$ cat config.mk
export PLATFORM = sky130hd
export DESIGN_NAME = mmio_gpio_bank
export DESIGN_NICKNAME = d
export VERILOG_FILES = /design/src/rtl/mmio_gpio_bank.sv
export SDC_FILE = /design/constraint.sdc
export NUM_CORES = 1
export LEC_CHECK = 0
export ABC_AREA = 1
export CAP_MARGIN = 0
export CORE_ASPECT_RATIO = 1.4
export CORE_MARGIN = 8
export CORE_UTILIZATION = 45
export CTS_BUF_LIST = sky130_fd_sc_hd__clkbuf_4 sky130_fd_sc_hd__clkbuf_8
export DETAILED_ROUTE_END_ITERATION = 10
export PLACE_DENSITY = 0.71
export SYNTH_ARGS = -nofsm -noshare
export SYNTH_HDL_FRONTEND = slang
export SYNTH_SLANG_ARGS = --single-unit
$ cat constraint.sdc
create_clock -name clk -period 2.5 [get_ports clk]
set_input_delay 0.375 -clock clk [delete_from_list [all_inputs] [get_ports clk]]
set_output_delay 0.375 -clock clk [all_outputs]
set_load 0.01 [all_outputs]
$ cat src/rtl/mmio_gpio_bank.sv
// rtl/mmio_gpio_bank.sv - memory-mapped GPIO bank with set/clr/toggle aliases, edge capture and irq
module mmio_gpio_bank #(
  parameter int          NCH   = 2,
  parameter int          WIDTH = 16,
  parameter logic [31:0] BASE  = 32'h0000_0100
) (
  input  logic                   clk,
  input  logic                   reset,
  input  logic [31:0]            addr,
  input  logic [31:0]            wdata,
  input  logic [1:0]             mem_write,
  input  logic                   rd_en,
  output logic [31:0]            rdata,
  output logic                   rd_valid,
  input  logic [NCH*WIDTH-1:0]   gpio_in,
  output logic [NCH*WIDTH-1:0]   gpio_out,
  output logic                   irq
);

  localparam int NW = NCH * WIDTH;

  logic [NW-1:0]    out_q, out_d, pend_q, pend_d, en_q, en_d;
  logic [NW-1:0]    sync1_q, sync2_q, prev_q, edge_w;
  logic [31:0]      rdata_q, rdata_d;
  logic             rd_valid_q;
  logic [31:0]      off, ch_idx, bmask;
  logic [2:0]       reg_sel;
  logic [3:0]       lanes;
  logic             hit, wr_en;
  logic [WIDTH-1:0] m, v;
  logic             unused_bits;

  // Subtraction wraps addresses below BASE to large values, so one compare bounds both ends.
  assign off     = addr - BASE;
  assign hit     = off < 32'(32 * NCH);
  assign ch_idx  = {5'b0, off[31:5]};
  assign reg_sel = off[4:2];

  always_comb begin
    lanes = 4'b0000;
    case (mem_write)
      2'b01:   lanes[addr[1:0]] = 1'b1;
      2'b10:   if (!addr[0]) lanes = addr[1] ? 4'b1100 : 4'b0011;
      2'b11:   if (addr[1:0] == 2'b00) lanes = 4'b1111;
      default: lanes = 4'b0000;
    endcase
  end

  assign bmask = {{8{lanes[3]}}, {8{lanes[2]}}, {8{lanes[1]}}, {8{lanes[0]}}};
  assign wr_en = hit && (lanes != 4'b0000);
  assign m     = bmask[WIDTH-1:0];
  assign v     = wdata[WIDTH-1:0] & m;
  assign edge_w = sync2_q & ~prev_q;
  assign unused_bits = ^{wdata, bmask};

  always_comb begin
    out_d   = out_q;
    pend_d  = pend_q | edge_w;
    en_d    = en_q;
    rdata_d = '0;
    for (int c = 0; c < NCH; c++) begin
      if (wr_en && ch_idx == 32'(c)) begin
        case (reg_sel)
          3'd1: out_d[c*WIDTH +: WIDTH] = (out_q[c*WIDTH +: WIDTH] & ~m) | v;
          3'd2: out_d[c*WIDTH +: WIDTH] = out_q[c*WIDTH +: WIDTH] | v;
          3'd3: out_d[c*WIDTH +: WIDTH] = out_q[c*WIDTH +: WIDTH] & ~v;
          3'd4: out_d[c*WIDTH +: WIDTH] = out_q[c*WIDTH +: WIDTH] ^ v;
          // A fresh edge re-sets the bit even if it is being cleared this cycle.
          3'd5: pend_d[c*WIDTH +: WIDTH] = (pend_q[c*WIDTH +: WIDTH] & ~v) | edge_w[c*WIDTH +: WIDTH];
          3'd6: en_d[c*WIDTH +: WIDTH] = (en_q[c*WIDTH +: WIDTH] & ~m) | v;
          default: ;
        endcase
      end
      if (rd_en && hit && ch_idx == 32'(c)) begin
        case (reg_sel)
          3'd0: rdata_d[WIDTH-1:0] = sync2_q[c*WIDTH +: WIDTH];
          3'd1: rdata_d[WIDTH-1:0] = out_q[c*WIDTH +: WIDTH];
          3'd5: rdata_d[WIDTH-1:0] = pend_q[c*WIDTH +: WIDTH];
          3'd6: rdata_d[WIDTH-1:0] = en_q[c*WIDTH +: WIDTH];
          default: ;
        endcase
      end
    end
  end

  always_ff @(posedge clk) begin
    if (reset) begin
      out_q      <= '0;
      pend_q     <= '0;
      en_q       <= '0;
      sync1_q    <= '0;
      sync2_q    <= '0;
      prev_q     <= '0;
      rdata_q    <= '0;
      rd_valid_q <= 1'b0;
    end else begin
      out_q      <= out_d;
      pend_q     <= pend_d;
      en_q       <= en_d;
      sync1_q    <= gpio_in;
      sync2_q    <= sync1_q;
      prev_q     <= sync2_q;
      rdata_q    <= rdata_d;
      rd_valid_q <= rd_en && hit;
    end
  end

  assign rdata    = rdata_q;
  assign rd_valid = rd_valid_q;
  assign gpio_out = out_q;
  assign irq      = |(pend_q & en_q);

endmodule

# Word-level counts from Yosys, hierarchy flattened
# Cells that the tools add are included.
[totals] register_bits=225 elab_cells=83 out_inout_bits=66
[op_classes] addsub=1 mux=16 bitwise_logic=25 magnitude_cmp=3 n_eq_ne=10 n_reduce_logical=17
[ops] cell="16-bit one-hot mux with 4 select lines" count=4
[ops] cell="16-bit AND" count=9
[ops] cell="16-bit OR" count=8
[ops] cell="16-bit two-way mux" count=6
[ops] cell="32-bit AND" count=2
[ops] cell="32-bit logical NOT" count=1
[ops] cell="32-bit by 7-bit < comparator with 1-bit output, second input constant" count=1
[ops] cell="16-bit NOT" count=2
[ops] cell="32-bit NOT" count=1
[ops] cell="32-bit OR" count=1
[ops] cell="32-bit OR reduction" count=1
[ops] cell="32-bit by 9-bit subtractor with 32-bit output, second input constant" count=1
[ops] cell="16-bit bitwise XOR" count=2
[ops] cell="27-bit by 1-bit equality test with 1-bit output, second input constant" count=1
[ops] cell="4-bit two-way mux" count=3
[ops] cell="4-bit one-hot mux with 3 select lines" count=1
[ops] cell="3-bit equality test, second input constant" count=3
[ops] cell="2-bit AND reduction" count=4
[ops] cell="4-bit nonzero test" count=2
[ops] cell="1-bit logical AND" count=7
[ops] cell="3-bit by 2-bit equality test with 1-bit output, second input constant" count=2
[ops] cell="2-bit equality test, second input constant" count=2
[ops] cell="3-bit by 1-bit equality test with 1-bit output, second input constant" count=1
[ops] cell="3-bit logical NOT" count=1
[ops] cell="6 further kinds" count=6

# Depth between registers and ports, before layout
# Gate-level depths: netlist (run 1).
[depth] word_depth=11 mapped_depth=18 depth_no_buf=17

# Worst setup path after synthesis (run 1)
# OpenSTA, ideal clock, no wires.
[synth_timing] kind="input -> register" start="input port addr[8]" end="register out_q[21] (netlist: gpio_out[21])" n_path_buf=1 arrival_ps=2266 stages=16 t_required_ps=2384 slack_ps=119 path_cell_list="inv_1 > ha_1 > nand2_4 > nor2_8 > nand3_1 > nand2_1 > nand2_1 > nor2_2 > nand2_1 > nor2_2 > nand3_2 > nor2_4 > nand2_4 > buf_6 > o21ai_0 > nor2_1"
[synth_via] elab_chain_len=5 elab_cells_between_ends=6 cone_classes="add/sub (1); order compare (1); eq/ne (1); reduce/logical (3)"
[synth_rtl] element="from (decl)" line="9" source="input logic [31:0] addr,"
[synth_rtl] element="32-bit by 9-bit subtractor with 32-bit output (*)" line="34" source="assign off = addr - BASE;"
[synth_rtl] element="32-bit by 7-bit < comparator with 1-bit output" line="35" source="assign hit = off < 32'(32 * NCH);"
[synth_rtl] element="1-bit logical AND" line="50" source="assign wr_en = hit && (lanes != 4'b0000);"
[synth_rtl] element="1-bit logical AND (*)" line="62" source="if (wr_en && ch_idx == 32'(c)) begin"
[synth_rtl] element="2-bit AND reduction (no line) (*)"
[synth_rtl] element="to (signal assigned)" line="97" source="out_q <= out_d;"
[synth_rtl] element="to (decl)" line="22" source="logic [NW-1:0] out_q, out_d, pend_q, pend_d, en_q, en_d;"
# Mark *: on every way between the ends. The rest lies on a longest branch, timed or not.
# A chain may end at the register's enable or synchronous reset.

# Worst setup path after layout (run 1)
[layout_timing] start="register pend_q[22]" end="output port irq"
[layout_via] elab_chain_len=2
[layout_rtl] element="from (decl)" line="22"
[layout_rtl] element="from (signal assigned)" line="98" source="pend_q <= pend_d;"
[layout_rtl] element="32-bit AND" line="111" source="assign irq = |(pend_q & en_q);"
[layout_rtl] element="32-bit OR reduction" line="111"
[layout_rtl] element="to (decl)" line="17" source="output logic irq"
# No other way between the ends.

==> metrics.yaml, run 1 <==
drc_errors: 0
async_flop_share_pct: 0
end_kind: "output port"
ys_seq_area_share_pct: 37.30
synthSimpleGateAreaFrac_pct: 28.88
ant_nets: 0
hold_buffers: 0
dp_hpwl_um: 25610
cts_htree_levels: 2
grt_pass1_vias: 10843
antenna_found_initial: 1
worst_r2r_endpoint: "rdata[10]"
power_density_mw_per_mm2: 507.5
drt_iter0_markers: 915
fin_cells: 2246
grt_usage_pct: 22.31
synth-compound-area-share_pct: 14.40
drv_slew: 0
rr_startpoint: "gpio_out[10]"
synth_cell_types: 43
coreArea_mm2: 0.02459
worstSetupStartpointType: "flop"
fin_util_pct: 59.79
cp_data_required_time_ns: 2.12
root_buffer: "clkbuf_8"
hold_violations: 0
synth_ff_type: "dfxtp_1"
via_per_inst: 5.099
crit_family: "compound AO/OA/AOI/OAI gates"
rr_worst_depth: 5
placementRows: 68
overflow: 0
io_buffers: 134
timing.fmax_mhz: 408.8
path_max_fanout: 3
tritoncts: "built"
synthAdderAreaFrac_pct: 3.792
clockBufferDepth: 3
wl_per_cell_um: 15.52
syn_inst: 1671
setup_violations: 0
worst_slew_pin_slew_ns: 0.6213
ff2ff_setup_slack_ns: 1.21
yosys_warnings: 0
start_util_pct: 45.62
die-area_mm2: 0.03031
final_nets: 2041
pre_cts_slack_ns: -0.7657
area_growth_pct: 31.05
hold_end: "sync1_q[23]"
slew_headroom_pct: 58.58
path_class: "reg -> out"
drive_gt1_share_pct: 14.46
outcome: "completed"
cp_data_arrival_time_ns: 2.07
fp.dieH_um: 202.8
power.total_mw: 7.461
final.min_clock_period_ns: 2.446
clk_latency_ns: 0.53
post-route-period-util_pct: 97.85
synth_top_area_share_pct: 37.30
synth_top_family_by_area: "simple AND/OR/NAND/NOR gates"
power_leakage_nw: 6.576
synth_xor_area_share_pct: 0.07807
fp.dieW_um: 149.4
grt_max_degree: 120
hold-path-cell-count: 2
cp_num_buf_inv: 1
dp_cells: 2175
firstDrtPassIters: 6
syn_area_mm2: 0.01122
ir_worst_vdd_mv: 0.3432
maxCapViolations: 0
cts.sinks: 209
routed_wl_um: 34850
critPathSlowestCell: "dfxtp_1"
synth_area_per_cell_um2: 6.714
hold_path_class: "in -> reg"
place_congestion: 0.9160
finClkSkew_ns: 0.03247
synth_edf_count: 0
pin_count: 167
muxShareOfSynthArea_pct: 0
grt_pass1_wl_um: 54850
numCtsBuffers: 35
path_cells: "a22o_1 > a221oi_2 > nand2_2 > nor2_4 > nand4_1 > clkdlybuf4s15_2"
cpPeakStageDelay_ns: 0.33
ys_ff_latch: 209
vias: 11452
yosysTopAreaCell: "dfxtp_1"
synth.area.top_cells: "dfxtp_1 37%, inv_1 11%, nand2_1 11%, nor2_1 8.4%, ha_1 3.8%"
min-delay-start: "reset"
setup_slack_ns: 0.05374
path_clk_slew_ns: 0.06
## metal layers
layer / routed length, um / GRT usage [%]
met1: 14710 / 28.20
met5: 13 / 0
met4: 1208 / 9.005
met3: 2830 / 3.699
met2: 16090 / 36.82
## metrics by stage
stage / setup TNS, ns / hold slack [ns] / cell area, um2
finish: 0 / 0.1773 / 14700
global placement: -55.53 / 0.3885 / 13680
detailed placement: -64.18 / 0.3923 / 13680
CTS: 0 / 0.1526 / 14460
floorplan: 0 / 0.3883 / 11270
global route: -0.3377 / 0.1656 / 14700
## final cells by class
| type | count | area, um2 |
|---|---|---|
| diodes | 1 | 2.502 |
| clock buffers | 50 | 638.1 |
| clock inverters | 11 | 86.33 |
| fillers | 2284 | 9887 |
| inverters | 347 | 1305 |
| multi-input cells | 1046 | 5549 |
| flip-flops and latches | 209 | 4184 |
| well taps | 315 | 394.1 |
| repair buffers | 267 | 2542 |
## power by group
part / internal, mW / total (mW) / switching, mW
Sequential: 3.42 / 3.47 / 0.0446
Combinational: 0.370 / 0.867 / 0.496
Clock: 1.76 / 3.13 / 1.37
Total: 5.55 / 7.46 / 1.91
## synth_stat cells (all sizes together), types with 2 or more instances
cell type / number
nand2: 335
inv: 344
nor2: 271
dfxtp: 209
o2111ai: 30
nand3: 46
a22o: 3
a211oi: 32
o22ai: 7
nand4: 49
or2: 16
a31oi: 2
a21oi: 80
a221oi: 5
clkinv: 3
ha: 34
a221o: 2
o221ai: 29
nor3: 23
a22oi: 2
buf: 39
o21ai: 57
clkbuf: 46
## worst max-delay path by stage
| stage | depth (start not counted) | endpoint | start |
|---|---|---|---|
| after floorplan | 16 | gpio_out[21] | addr[8] |
| after global placement | 16 | gpio_out[25] | addr[9] |
| after detailed placement | 16 | gpio_out[28] | addr[9] |
| after CTS | 6 | irq | pend_q[16] |
| after global routing | 17 | flop | addr[16] |
| final | 6 | irq | pend_q[22] |
## kinds of logic after synthesis
kind of cell               after synthesis
AOI/OAI and AO/OA                      250
xor gates and xnor gates                 1
adders and majority gates               34
buffers and inverters                  432
DFF                                    209
other                                    1
and+or+nand+nor                        744
## repair_timing
action,CTS,global route
resized for setup,9,52
setup endpoints to repair,72,113
buffers inserted,1,7
gates cloned,0,1
pin swaps,2,16
## cells in the final DEF, fill, tap and decap left out, drive strengths merged, types with 29 or more instances in the layout
cell type | Yosys | layout
a211oi | 32 | 32
nand4 | 49 | 49
nor2 | 271 | 272
o221ai | 29 | 29
o21ai | 57 | 57
inv | 344 | 345
o2111ai | 30 | 30
a21oi | 80 | 80
dfxtp | 209 | 209
ha | 34 | 34
clkbuf | 46 | 50
buf | 39 | 134
nand3 | 46 | 46
nand2 | 335 | 335
clkdlybuf4s50 | 0 | 125
## worst register-to-register path: stages, from the launching register on
cell and delay [ns]:
dfxtp_1 0.35, inv_1 0.15, o22ai_1 0.11, a221o_1 0.26
a21oi_1 0.21, nor2_1 0.10
(Power assumes the default switching activity.)
==> inputs of run 2 (changes only) <==
--- a/config.mk
+++ b/config.mk
@@ -9,10 +9,10 @@
 export CAP_MARGIN = 0
 export CORE_ASPECT_RATIO = 1.4
 export CORE_MARGIN = 8
-export CORE_UTILIZATION = 45
+export CORE_UTILIZATION = 40
 export CTS_BUF_LIST = sky130_fd_sc_hd__clkbuf_4 sky130_fd_sc_hd__clkbuf_8
 export DETAILED_ROUTE_END_ITERATION = 10
-export PLACE_DENSITY = 0.71
+export GPL_TIMING_DRIVEN = 1
 export SYNTH_ARGS = -nofsm -noshare
 export SYNTH_HDL_FRONTEND = slang
 export SYNTH_SLANG_ARGS = --single-unit
==> run 2 against run 1 <==
Wire length rose by 2.4%. Total power rose by 0.83%. Sequential cell count did not move. Global-route usage fell by 1.4 points. Cell count rose by 2.5%. Clock power rose by 2%. Count of clock-buffer cells in the layout rose by 7. Via count fell by 0.72%. Design area rose by 1.1%. Utilization fell by 6.1 points. Non-clock buffer count rose by 3.
==> metrics.yaml, run 2 (same netlist as run 1, synthesis figures left out) <==
path_max_fanout: 2  # -1
clk_latency_ns: 0.54  # about the same
fillerInstances: 2729  # +19%
worstSetupStartpointType: "flop"
setup_tns_ns: 0  # unchanged
place_congestion: 0.9070  # -0.98%
pwr-share-comb_pct: 11.5  # about the same
grt_pass1_wl_um: 56820  # +3.6%
power_density_mw_per_mm2: 506.4  # -0.22%
start_util_pct: 40.56  # -5.1 points
slew_headroom_pct: 57.59  # -0.99 points
overflow: 0  # unchanged
final.min_clock_period_ns: 2.442  # -0.003914 ns
grt_pass1_vias: 11054  # +1.9%
end_kind: "output port"
grt_max_degree: 91  # -24%
clockBufferDepth: 3  # unchanged
cpPeakStageDelay_ns: 0.31  # -0.02 ns
dp_hpwl_um: 26370  # +3.0%
via_per_inst: 4.937  # -3.2%
final_nets: 2045  # +0.20%
fin_util_pct: 53.72  # -6.1 points
hold_slack_ns: 0.1826  # +0.005352 ns
design_area_mm2: 0.01486  # +1.1%
io_buffers: 134  # unchanged
layout_commonest_cell: "inv_1"
pin_count: 167  # unchanged
placementRows: 72  # +5.9%
antenna_found_initial: 2  # +1
cp_data_arrival_time_ns: 2.07  # about the same
pwr-share-seq_pct: 46.1  # -0.4 points
hold_violations: 0  # unchanged
drv_slew: 0  # unchanged
fp.dieH_um: 214.2  # +5.6%
pre_cts_slack_ns: -0.7895  # -0.02384 ns
setup_slack_ns: 0.05765  # +0.003914 ns
setup_violations: 0  # unchanged
root_buffer: "clkbuf_8"
path_clk_slew_ns: 0.06  # about the same
drc_errors: 0  # unchanged
fp.dieW_um: 157.5  # +5.4%
drt_iter0_markers: 749  # -18%
numCtsBuffers: 35  # unchanged
fin_cells: 2303  # +2.5%
wl_per_cell_um: 15.50  # -0.14%
cts.sinks: 209  # unchanged
maxCapViolations: 0  # unchanged
placed_cell_area_mm2: 0.01376  # +0.52%
power.total_mw: 7.523  # +0.83%
post-route-period-util_pct: 97.69  # -0.16 points
crit_family: "compound AO/OA/AOI/OAI gates"
ant_nets: 0  # unchanged
ir_worst_vdd_mv: 0.2637  # -23%
path_cells: "a22o_1 > a221oi_2 > nand2_2 > nor2_4 > nand4_1 > buf_2"
drive_gt1_share_pct: 15.16  # +0.70 points
worst_slew_pin_slew_ns: 0.6352  # +0.01386 ns
num_antenna_cells: 0  # -1
coreArea_mm2: 0.02766  # +12%
path_class: "reg -> out"
p_int_mw: 5.607  # +1.1%
cp_data_required_time_ns: 2.12  # about the same
finClkSkew_ns: 0.02410  # -0.008373 ns
area_growth_pct: 32.43
die-area_mm2: 0.03374  # +11%
dp_cells: 2232  # +2.6%
outcome: "completed"
routed_wl_um: 35690  # +2.4%
tritoncts: "built"
p_clk_share_pct: 42.4  # +0.5 points
cts_htree_levels: 2  # unchanged
power_leakage_nw: 6.683  # +1.6%
sw_frac_of_total_pct: 25.48  # -0.17 points
critPathSlowestCell: "dfxtp_1"
hold_path_class: "in -> reg"
cp_num_buf_inv: 1  # unchanged
grt_usage_pct: 20.87  # -1.4 points
timing.fmax_mhz: 409.4  # +0.16%
p_switching_mw: 1.917  # +0.15%
final_cell_mix: "337 x inv_1, 323 x nand2_1, 234 x nor2_1"
vias: 11369  # -0.72%
firstDrtPassIters: 5  # -1
==> run 2: changes by cell type in the layout (fill, tap and decap cells not counted), sizes merged, moves of 4 or more <==
cell,before,now
dlymetal6s2s,7,16
clkinv,11,6
clkbuf,50,57
buf,134,138
clkdlybuf4s50,125,116
==> run 2: worst paths after layout <==
kind,slack [ns],startpoint,endpoint,cells after the start
max,0.06,flop,irq,6
min,0.18,reset,prev_q[18],2
max reg2reg,1.18,gpio_out[10],rdata[10],5
min reg2reg,0.39,sync1_q[29],sync2_q[29],2
==> run 2: power groups by stage <==
stage                     registers, mW  logic, mW  clock network [mW]
final                              3.47      0.868                3.19
after global routing               3.47      0.953                3.42
after detailed placement           3.54      0.829                   0
after floorplan                    3.52      0.432                   0
after global placement             3.54      0.822                   0
after CTS                          3.47      0.834                3.29
==> run 2: worst register-to-register path, delay by kind of cell, from the launching register on <==
family | cells | cell delay, ns
compound gates | 3 | 0.59
buf+inv | 1 | 0.16
simple gates | 1 | 0.10
flops | 1 | 0.35
==> run 2: area by class of cell <==
cell class | count | area, um2 | share of cell area (%)
sequential | 209 | 4184 | 28.16
timing repair buffer | 270 | 2562 | 17.25
clock inverter | 3 | 15.01 | 0.1011
clock buffer | 57 | 721.9 | 4.859
tap | 370 | 462.9 | 3.116
inverter | 347 | 1303 | 8.767
multi-input combinational | 1047 | 5608 | 37.75
==> run 2: repair_timing <==
action	in CTS	in global routing
setup endpoints to repair	64	112
pin swaps	1	25
gates resized for setup	12	70
hold buffers	0	0
gates cloned	0	3
hold endpoints to repair	0	0
setup buffers	1	7
==> run 2: layer usage <==
metal	share of wire [%]	GRT usage (%)	vias up
li1	-	-	5733
met1	43	26.68	5123
met2	46	33.50	417
met3	7.7	4.397	92
met4	3.5	8.307	4
met5	0.062	0	-
==> inputs of run 3 (changes only) <==
==> constraint.sdc (replaced) <==
create_clock -name clk -period 2.4 [get_ports clk]
set_input_delay 0.36 -clock clk [delete_from_list [all_inputs] [get_ports clk]]
set_output_delay 0.36 -clock clk [all_outputs]
set_load 0.01 [all_outputs]
==> run 3 against run 2 <==
Global-route usage grew 0.46 points. Die area is the same. Sequential cell count stayed put. Sequential power is 4% higher. Total power up 10%. Count of clock-buffer cells in the layout fell by 2. Critical path depth rose by 1. Clock skew down 0.0046 ns. Critical endpoint unchanged.
==> metrics.yaml, run 3 (same netlist as run 1, synthesis figures left out) <==
cts_htree_levels: 2  # unchanged
io_buffers: 134  # unchanged
maxCapViolations: 0  # unchanged
worst_slew_pin_slew_ns: 0.5042  # -0.1310 ns
wl_per_cell_um: 15.79  # +1.9%
grt_pass1_vias: 11170  # +1.0%
cpPeakStageDelay_ns: 0.32  # about the same
final_cell_mix: "337 x inv_1, 322 x nand2_1, 223 x nor2_1"
finClkSkew_ns: 0.01946  # -0.004638 ns
path_cells: "a22o_4 > a221oi_4 > nand2_2 > nor2_2 > buf_4 > nand4_1 > buf_2"
fin_util_pct: 54.77  # +1.0 points
post-route-period-util_pct: 99.37
hold_path_class: "in -> reg"
final.min_clock_period_ns: 2.385
setup_violations: 0  # unchanged
final_nets: 2051  # +0.29%
drv_slew: 0  # unchanged
worst_r2r_endpoint: "rdata[10]"
hold_end: "prev_q[19]"
place_congestion: 0.9218  # +1.6%
ff2ff_setup_slack_ns: 1.02  # -0.16 ns
fillerInstances: 2755  # +0.95%
power_leakage_nw: 6.822  # +2.1%
power_density_mw_per_mm2: 548.7  # +8.4%
firstDrtPassIters: 5  # unchanged
fp.dieH_um: 214.2  # unchanged
num_antenna_cells: 0  # unchanged
placed_cell_area_mm2: 0.01379  # +0.25%
min-delay-start: "reset"
power.total_mw: 8.312  # +10%
root_buffer: "clkbuf_8"
via_per_inst: 4.944  # +0.15%
dp_hpwl_um: 26720  # +1.3%
critPathSlowestCell: "dfxtp_2"
routed_wl_um: 36520  # +2.3%
hold-path-cell-count: 2  # unchanged
end_kind: "output port"
overflow: 0  # unchanged
coreArea_mm2: 0.02766  # unchanged
slew_headroom_pct: 66.39  # +8.8 points
ir_worst_vdd_mv: 0.3528  # +34%
placementRows: 72  # unchanged
cts.sinks: 209  # unchanged
clockBufferDepth: 3  # unchanged
rr_worst_depth: 5  # unchanged
die-area_mm2: 0.03374  # unchanged
drt_iter0_markers: 654  # -13%
grt_pass1_wl_um: 58040  # +2.1%
path_max_fanout: 2  # unchanged
path_class: "reg -> out"
drive_gt1_share_pct: 16.32  # +1.2 points
hold_violations: 0  # unchanged
tritoncts: "built"
fp.dieW_um: 157.5  # unchanged
design_area_mm2: 0.01515  # +2.0%
drc_errors: 0  # unchanged
timing.fmax_mhz: 419.3
start_util_pct: 40.56  # unchanged
cp_data_arrival_time_ns: 2.02  # -0.05 ns
vias: 11430  # +0.54%
grt_usage_pct: 21.33  # +0.46 points
layout_commonest_cell: "inv_1"
ant_nets: 0  # unchanged
antenna_found_initial: 3  # +1
clk_latency_ns: 0.54  # about the same
rr_startpoint: "gpio_out[10]"
area_growth_pct: 35.02
path_clk_slew_ns: 0.06  # about the same
cp_data_required_time_ns: 2.04  # -0.08 ns
numCtsBuffers: 37  # +5.7%
dp_cells: 2230  # -0.090%
grt_max_degree: 103  # +13%
fin_cells: 2312  # +0.39%
outcome: "completed"
rsz0062_at_grt: "yes"
worstSetupStartpointType: "flop"
pin_count: 167  # unchanged
-- run 3: changes by cell type in the layout (fill, tap and decap cells not counted), moves of 3 or more --
cell             before  now
bufinv_16             0    4
dlymetal6s2s_1       16   19
buf_12               13   17
nor2_2               18   28
clkdlybuf4s50_1     116  113
nor2_1              234  223
-- run 3: how the worst max path moves through the flow --
| stage | cells past startpoint | slack, ns | end | start |
|---|---|---|---|---|
| after global routing | 7 | -0.04 | irq | flop |
| after global placement | 17 | -0.74 | gpio_out[22] | addr[8] |
| after floorplan | 16 | 0.03 | gpio_out[21] | addr[8] |
| final | 7 | 0.02 | irq | flop |
| after CTS | 7 | -0.06 | irq | pend_q[22] |
| after detailed placement | 17 | -0.86 | gpio_out[24] | addr[8] |
-- run 3: final cells by class --
| cell class | count | area, um2 | share of cell area [%] |
|---|---|---|---|
| multi-input cells | 1047 | 5663 | 37.39 |
| flip-flops and latches | 209 | 4187 | 27.64 |
| repair buffers | 274 | 2680 | 17.69 |
| inverters | 347 | 1305 | 8.616 |
| clock buffers | 55 | 694.4 | 4.585 |
| well taps | 370 | 462.9 | 3.056 |
| clock inverters | 10 | 155.1 | 1.024 |
-- run 3: power breakdown --
| part | leakage (nW) | internal, mW | switching, mW |
|---|---|---|---|
| clock network | 0.442 | 2.28 | 1.49 |
| registers | 1.71 | 3.56 | 0.0493 |
| logic | 4.68 | 0.392 | 0.528 |
-- run 3: what timing repair did --
item	in CTS	in global routing
setup endpoints to repair	110	113
cloned	1	3
resized for setup	24	78
pin swaps	7	27
buffers inserted	3	10
hold buffers	0	0
-- run 3: layer usage --
layer	vias up	share of wire [%]	track usage, %
met3	79	7.2	3.913
met2	408	47	35.23
met1	5177	43	26.92
met5	-	0.082	0
li1	5760	-	-
met4	6	3.2	8.148
-- run 3: critical path: cells and delay by family (launching register included) --
kind / cells / cell delay (ns)
buffers and inverters: 2 / 0.31
AOI/OAI and AO/OA: 2 / 0.50
DFF: 1 / 0.32
and+or+nand+nor: 3 / 0.35
-- run 3: through the flow --
stage	worst slack (ns)	hold WS (ns)	setup TNS (ns)
6_report	0.01508	0.2124	0
5_1_grt	-0.04251	0.2223	-0.06338
4_1_cts	-0.06172	0.1950	-0.06912
3_5_place_dp	-0.8586	0.3929	-77.72
3_3_place_gp	-0.7379	0.3886	-69.56
2_1_floorplan	0.03365	0.3883	0
